<file path="config.mk">
export PLATFORM = sky130hd
export DESIGN_NAME = id_ex_operand_stage
export DESIGN_NICKNAME = d
export VERILOG_FILES = /design/src/rtl/id_ex_operand_stage.sv
export SDC_FILE = /design/constraint.sdc
export NUM_CORES = 1
export LEC_CHECK = 0
export ABC_AREA = 1
export ABC_CLOCK_PERIOD_IN_PS = 11500
export BUFFER_PORTS_ARGS = -buffer_cell sky130_fd_sc_hd__clkbuf_2
export CELL_PAD_IN_SITES_DETAIL_PLACEMENT = 1
export CELL_PAD_IN_SITES_GLOBAL_PLACEMENT = 2
export CORE_MARGIN = 2
export CORE_UTILIZATION = 27
export CTS_CLUSTER_DIAMETER = 40
export DETAILED_ROUTE_END_ITERATION = 7
export GPL_TIMING_DRIVEN = 1
export PLACE_DENSITY = 0.83
export SYNTH_ARGS = -nofsm -noshare
export SYNTH_HDL_FRONTEND = slang
export SYNTH_SLANG_ARGS = --single-unit
</file>
<file path="constraint.sdc">
create_clock -name clk -period 11.5 [get_ports clk]
set_input_delay 3.45 -clock clk [delete_from_list [all_inputs] [get_ports clk]]
set_output_delay 3.45 -clock clk [all_outputs]
set_load 0.01 [all_outputs]
</file>
<file path="src/rtl/id_ex_operand_stage.sv">
// ID/EX pipeline register: resolves WB->ID bypass and x0 operands, detects load-use
// hazards, inserts bubbles and counts them with a saturating counter.
module id_ex_operand_stage #(
    parameter int CTRL_W      = 8,
    parameter int MEMREAD_BIT = 0,
    parameter int CNT_W       = 16
) (
    input  logic              clk,
    input  logic              rst,
    input  logic              id_valid,
    input  logic [31:0]       id_pc,
    input  logic [4:0]        id_rs1,
    input  logic [4:0]        id_rs2,
    input  logic [4:0]        id_rd,
    input  logic [31:0]       id_imm,
    input  logic [CTRL_W-1:0] id_ctrl,
    input  logic [31:0]       rf_rd_data1,
    input  logic [31:0]       rf_rd_data2,
    input  logic              wb_reg_write,
    input  logic [4:0]        wb_rd,
    input  logic [31:0]       wb_data,
    input  logic              stall,
    input  logic              flush,
    output logic              hazard_stall,
    output logic              ex_valid,
    output logic [31:0]       ex_pc,
    output logic [31:0]       ex_imm,
    output logic [4:0]        ex_rs1,
    output logic [4:0]        ex_rs2,
    output logic [4:0]        ex_rd,
    output logic [31:0]       ex_op1,
    output logic [31:0]       ex_op2,
    output logic [CTRL_W-1:0] ex_ctrl,
    output logic [CNT_W-1:0]  bubble_cnt
);

    localparam logic [CNT_W-1:0] CNT_ONE = {{(CNT_W-1){1'b0}}, 1'b1};

    // The RF writes on the same posedge it is read, so a matching WB write must bypass it.
    function automatic logic [31:0] resolve_operand(
        input logic [4:0]  rs,
        input logic [31:0] rf_data,
        input logic        wb_we,
        input logic [4:0]  wb_addr,
        input logic [31:0] wb_value
    );
        if (rs == 5'd0)
            return 32'd0;
        else if (wb_we && (wb_addr != 5'd0) && (wb_addr == rs))
            return wb_value;
        else
            return rf_data;
    endfunction

    function automatic logic [CNT_W-1:0] sat_inc(input logic [CNT_W-1:0] v);
        return (&v) ? v : v + CNT_ONE;
    endfunction

    logic              ex_valid_q, ex_valid_d;
    logic [31:0]       ex_pc_q,    ex_pc_d;
    logic [31:0]       ex_imm_q,   ex_imm_d;
    logic [4:0]        ex_rs1_q,   ex_rs1_d;
    logic [4:0]        ex_rs2_q,   ex_rs2_d;
    logic [4:0]        ex_rd_q,    ex_rd_d;
    logic [31:0]       ex_op1_q,   ex_op1_d;
    logic [31:0]       ex_op2_q,   ex_op2_d;
    logic [CTRL_W-1:0] ex_ctrl_q,  ex_ctrl_d;
    logic [CNT_W-1:0]  cnt_q,      cnt_d;

    logic [31:0]       op1_res;
    logic [31:0]       op2_res;
    logic              hazard;

    always_comb begin
        op1_res = resolve_operand(id_rs1, rf_rd_data1, wb_reg_write, wb_rd, wb_data);
        op2_res = resolve_operand(id_rs2, rf_rd_data2, wb_reg_write, wb_rd, wb_data);
    end

    always_comb begin
        hazard = id_valid & ex_valid_q & ex_ctrl_q[MEMREAD_BIT] & (ex_rd_q != 5'd0)
               & ((ex_rd_q == id_rs1) | (ex_rd_q == id_rs2));
    end

    // Priority: flush > stall > load-use bubble > normal capture.
    always_comb begin
        ex_valid_d = ex_valid_q;
        ex_pc_d    = ex_pc_q;
        ex_imm_d   = ex_imm_q;
        ex_rs1_d   = ex_rs1_q;
        ex_rs2_d   = ex_rs2_q;
        ex_rd_d    = ex_rd_q;
        ex_op1_d   = ex_op1_q;
        ex_op2_d   = ex_op2_q;
        ex_ctrl_d  = ex_ctrl_q;
        cnt_d      = cnt_q;
        if (flush) begin
            ex_valid_d = 1'b0;
            ex_ctrl_d  = '0;
        end else if (!stall) begin
            if (hazard) begin
                ex_valid_d = 1'b0;
                ex_ctrl_d  = '0;
                cnt_d      = sat_inc(cnt_q);
            end else begin
                ex_valid_d = id_valid;
                ex_ctrl_d  = id_valid ? id_ctrl : '0;
                ex_pc_d    = id_pc;
                ex_imm_d   = id_imm;
                ex_rs1_d   = id_rs1;
                ex_rs2_d   = id_rs2;
                ex_rd_d    = id_rd;
                ex_op1_d   = op1_res;
                ex_op2_d   = op2_res;
            end
        end
    end

    // ID -> EX stage boundary
    always_ff @(posedge clk or posedge rst) begin
        if (rst) begin
            ex_valid_q <= 1'b0;
            ex_pc_q    <= '0;
            ex_imm_q   <= '0;
            ex_rs1_q   <= '0;
            ex_rs2_q   <= '0;
            ex_rd_q    <= '0;
            ex_op1_q   <= '0;
            ex_op2_q   <= '0;
            ex_ctrl_q  <= '0;
            cnt_q      <= '0;
        end else begin
            ex_valid_q <= ex_valid_d;
            ex_pc_q    <= ex_pc_d;
            ex_imm_q   <= ex_imm_d;
            ex_rs1_q   <= ex_rs1_d;
            ex_rs2_q   <= ex_rs2_d;
            ex_rd_q    <= ex_rd_d;
            ex_op1_q   <= ex_op1_d;
            ex_op2_q   <= ex_op2_d;
            ex_ctrl_q  <= ex_ctrl_d;
            cnt_q      <= cnt_d;
        end
    end

    assign hazard_stall = hazard;
    assign ex_valid     = ex_valid_q;
    assign ex_pc        = ex_pc_q;
    assign ex_imm       = ex_imm_q;
    assign ex_rs1       = ex_rs1_q;
    assign ex_rs2       = ex_rs2_q;
    assign ex_rd        = ex_rd_q;
    assign ex_op1       = ex_op1_q;
    assign ex_op2       = ex_op2_q;
    assign ex_ctrl      = ex_ctrl_q;
    assign bubble_cnt   = cnt_q;

endmodule
</file>
== Yosys cells after proc, flatten, opt, wreduce, memory -nomap -nowiden ==
Index checks and enable logic that the tools add are counted.

* Input bits: 194
* Bits in registers: 168

* Bitwise logic cells: 9
* $add $sub $neg: 1
* Equality and inequality tests: 5
* Mux-type cells: 11
* Reductions and logical operators: 10

{| class="wikitable"
|+ Operators with widths
! kind !! number
|-
| two-way mux 32 bit || 4
|-
| two-way mux 8 bit || 4
|-
| equality test 5 bit || 4
|-
| adder 16 x 1 -> 16 bit (second input constant) || 1
|-
| AND reduction 16 bit || 1
|-
| logical NOT 5 bit || 2
|-
| nonzero test 5 bit || 2
|-
| bitwise AND 1 bit || 4
|-
| inverter 1 bit || 4
|-
| AND reduction 4 bit || 1
|-
| logical AND 1 bit || 3
|-
| two-way mux 1 bit || 3
|-
| AND reduction 3 bit || 1
|-
| inequality test 2 x 1 -> 1 bit (second input constant) || 1
|-
| OR 1 bit || 1
|}

== Longest topological paths before layout ==
* Depth in word-level cells: 7
* Depth in mapped cells: 12
* Mapped depth without buffers: 10

== Least setup slack after synthesis ==
Ideal clock, no wire load.

* Kind: input-to-output
* From: in id_rs2[1]
* To: out hazard_stall
* Arrival time: 4.371 ns
* Path buffers: 2
* Data required time: 8.050 ns
* Setup slack: 3.679 ns
* Stages: 10
* Cell sequence: inv_1 nand2_1 nand2_1 nor2_1 nand3_1 nand2_2 nand2_2 buf_4 buf_2 inv_1

* Word-level cells in the longest chain between the ends: 3

{| class="wikitable"
|+ RTL lines
! element !! RTL line !! RTL
|-
| start: declaration || 13 || <nowiki>input logic [4:0] id_rs2,</nowiki>
|-
| equality test 5 bit || 81 || <nowiki>& ((ex_rd_q == id_rs1) | (ex_rd_q == id_rs2));</nowiki>
|-
| OR 1 bit || 81 ||
|-
| bitwise AND 1 bit || 81 ||
|-
| end: declaration || 24 || <nowiki>output logic hazard_stall,</nowiki>
|}

Every way passes these cells.

== Worst setup path in the final report ==
* From: in id_rs1[0]
* To: out hazard_stall

* Word-level cells in the longest chain between the ends: 3

{| class="wikitable"
|+ RTL lines
! element !! RTL line !! RTL
|-
| start: declaration || 12 || <nowiki>input logic [4:0] id_rs1,</nowiki>
|-
| equality test 5 bit || 81 ||
|-
| OR 1 bit || 81 ||
|-
| bitwise AND 1 bit || 81 ||
|}

Every way passes these cells.

==> impl_metrics.toml <==
[synthesis]
synth-seq-cells = 168
postSynthNetCount = 1283
netlist_top_cells_count = "sky130_fd_sc_hd__nand2_1, sky130_fd_sc_hd__dfrtp_1, sky130_fd_sc_hd__nand3_1"
synth_cell_type_count = 30
synth-edff-count = 0
cells_after_synth = 1088
synth_async_sr_flop_share = 1.00
synthDominantCellAreaShare = 0.505
netlist_top_cells_area = "sky130_fd_sc_hd__dfrtp_1, sky130_fd_sc_hd__nand2_1, sky130_fd_sc_hd__nand3_1"
synth_area_um2 = 8320
ys.warnings.count = 0
dominantRegCellSynth = "sky130_fd_sc_hd__dfrtp_1"
syn_area_per_cell_um2 = 7.65
most_common_cell_in_the_netlist = "sky130_fd_sc_hd__nand2_1"
ys_seq_area_frac = 0.505
synth_area_leader_cell = "sky130_fd_sc_hd__dfrtp_1"

[sta]
fin_tns_setup_ns = 0
worst_clock_skew_ns = 0.0149
final_min_period_over_clock_period = 0.742
setup_viol_count_final = 0
worst_pin_slew_ns = 1.11
timing.max_slew.rel_slack = 0.258
min_period_ns = 8.54
finalMaxSlewViolations = 0
grt_setup_unrepaired = "no"
hold_violations = 0
max_freq_mhz = 117

[setup_path]
critPathArrivalTime_ns = 5.09
r2r.worst_path.cells = 10
crit_required_ns = 8.05
crit_path_max_fanout = 76
worst_r2r_startpoint = "ex_rd[0]"
critical_path_class = "input pin to output port"
setup.reg_to_reg.worst_slack_ns = 7.74
r2r-end = "ex_op2[4]"
critical_path.startpoint_type = "input pin"
endpoint_kind = "output port"

[power]
pwr_density_cell_nw_per_um2 = 144
power.switching_uw = 504
clk_network_pwr_share = 0.371
leakage_power_nw = 6.41
internal_power_mw = 1.08
power.sequential.fraction = 0.440
power.share.switching = 0.318
power.total_mw = 1.58
power.share.combinational = 0.189
vdd_ir_drop_max_v = 0.0000876

[grt]
grt_pass1_vias = 8695
antenna_found_initial = 3
globalRouteOverflowTotal = 0
grt_pass1_wl_um = 50500
largest_net_degree_at_the_start_of_global_routing = 101
grt_use_total = 0.198

[clocking]
clock_path_buffers = 2
cts_sinks = 168
cts.root.buffer_cell = "sky130_fd_sc_hd__clkbuf_16"
post-cts-setup-buffers = 0
cts-htree-levels = 4
cts.hold.buffers_added = 0
cts_tree = "built"
cts_made_buffers = 17
clk_pin_slew_ns = 0.07
cts_repair_resize_count = 0
insertion_delay_ns = 0.43

[status]
outcome = "completed"

[floorplanning]
dieHeight_um = 180
die_w_um = 180
boundaryPins = 363
coreArea_um2 = 30500
core.rowCount = 64
initial_core_util = 0.273
die_area_um2 = 32300

[placed_design]
globalplace.congestion = 0.798
number_of_buffers_inserted_by_port_buffering = 362
detailed_placer_s_ending_hpwl_um = 22500

[routing]
detail_route.vias_per_cell = 4.56
total_wire_length_um = 31800
drc = 0
post_drt_wl_per_cell_um = 17.4
route.antenna.remaining_nets = 0
via_count = 8361
drt_first_iter_violations = 419
drt_pre_antenna_iters = 4

[min_path]
hold_start = "ex_pc[29]"
timing.hold.worst_endpoint = "ex_pc[29]"
hold_path_depth = 2
hold_path_class = "flip-flop to flip-flop"

[finish]
layout.filler_cells = 3873
synth_to_layout_area_growth_pct = 31.9
drive_gt1_frac = 0.307
nets = 1616

[job]
max_cap_violations = 0
## metal layers
layer,share of wire,global-route usage,vias up
met1,0.45,0.259,4027
met5,0,0,-
met3,0.052,0.0409,30
li1,-,-,4062
met2,0.48,0.329,242
met4,0.022,0.0605,0
## power groups by stage
stage          Clock (mW)  Combinational [mW]  Sequential (mW)
2_1_floorplan           0               0.119            0.735
3_3_place_gp            0               0.302            0.705
3_5_place_dp            0               0.306            0.708
4_1_cts             0.609               0.307            0.697
5_1_grt             0.633               0.336            0.706
6_report            0.588               0.300            0.697
## final cells by class
cell class	count	area (um^2)	area share
sequential	168	4200	0.383
multi-input combinational	756	3390	0.309
timing repair buffer	373	1890	0.172
tap	396	495	0.0451
clock buffer	19	433	0.0394
inverter	105	399	0.0363
clock inverter	13	158	0.0144
antenna	3	7.51	0.000684
## how the worst max path moves through the flow
stage / start / endpoint / slack [ns] / depth (start not counted)
after CTS: id_rs1[0] / hazard_stall / 2.96 / 11
final: id_rs1[0] / hazard_stall / 2.96 / 11
after detailed placement: id_rs1[0] / hazard_stall / 2.96 / 11
after floorplan: rst / bubble_cnt[0] / 3.50 / 1
after global placement: id_rs1[0] / hazard_stall / 3.01 / 11
after global routing: id_rs1[0] / hazard_stall / 2.75 / 11
## logic make-up (layout without fill, tap and decap cells)
family,count (synthesis),in the layout,share of synthesized area
other,0,3,0
adders and majority gates,1,1,0.00150
DFF,168,168,0.505
and+or+nand+nor,654,654,0.329
buffers and inverters,164,510,0.0900
xor gates and xnor gates,19,19,0.0200
AOI/OAI and AO/OA,82,82,0.0546
## sequential cells by signal, summed over array words and instances (netlist names)
register	cells
bubble_cnt	16
ex_ctrl	8
ex_imm	32
ex_op1	32
ex_op2	32
ex_pc	32
ex_rd	5
ex_rs1	5
ex_rs2	5
ex_valid	1
## stage by stage
| stage | utilization | hold WS, ns | cells | setup slack [ns] | cell area [um^2] |
|---|---|---|---|---|---|
| floorplan | - | 0.506 | 1088 | 3.50 | 8320 |
| global placement | 0.340 | 0.453 | 1798 | 3.01 | 10400 |
| detailed placement | 0.340 | 0.457 | 1798 | 2.96 | 10400 |
| CTS | 0.360 | 0.476 | 1830 | 2.96 | 11000 |
| global route | 0.360 | 0.492 | 1833 | 2.75 | 11000 |
| finish | 0.360 | 0.471 | 1833 | 2.96 | 11000 |
## worst max-delay path, stage by stage
cell and delay [ns]:
sky130_fd_sc_hd__clkbuf_2 0.10, sky130_fd_sc_hd__inv_1 0.12, sky130_fd_sc_hd__nand2_1 0.07, sky130_fd_sc_hd__nand2_1 0.07
sky130_fd_sc_hd__nor2_1 0.06, sky130_fd_sc_hd__nand3_1 0.09, sky130_fd_sc_hd__nand2_2 0.11, sky130_fd_sc_hd__nand2_2 0.08
sky130_fd_sc_hd__buf_4 0.61, sky130_fd_sc_hd__inv_1 0.09, sky130_fd_sc_hd__clkbuf_2 0.16
## placed cells by master (no fill, tap or decap), drive strengths merged
cell type	instances
xor2	10
ha	1
diode	3
xnor2	9
nand3	164
nor3b	1
nand3b	1
nand4	5
nor3	3
nand2	451
bufinv	1
clkinv	6
inv	111
buf	11
clkbuf	381
o21ai	81
nor2	29
dfrtp	168
o21bai	1
No activity file was read; power rests on OpenSTA's default activity.
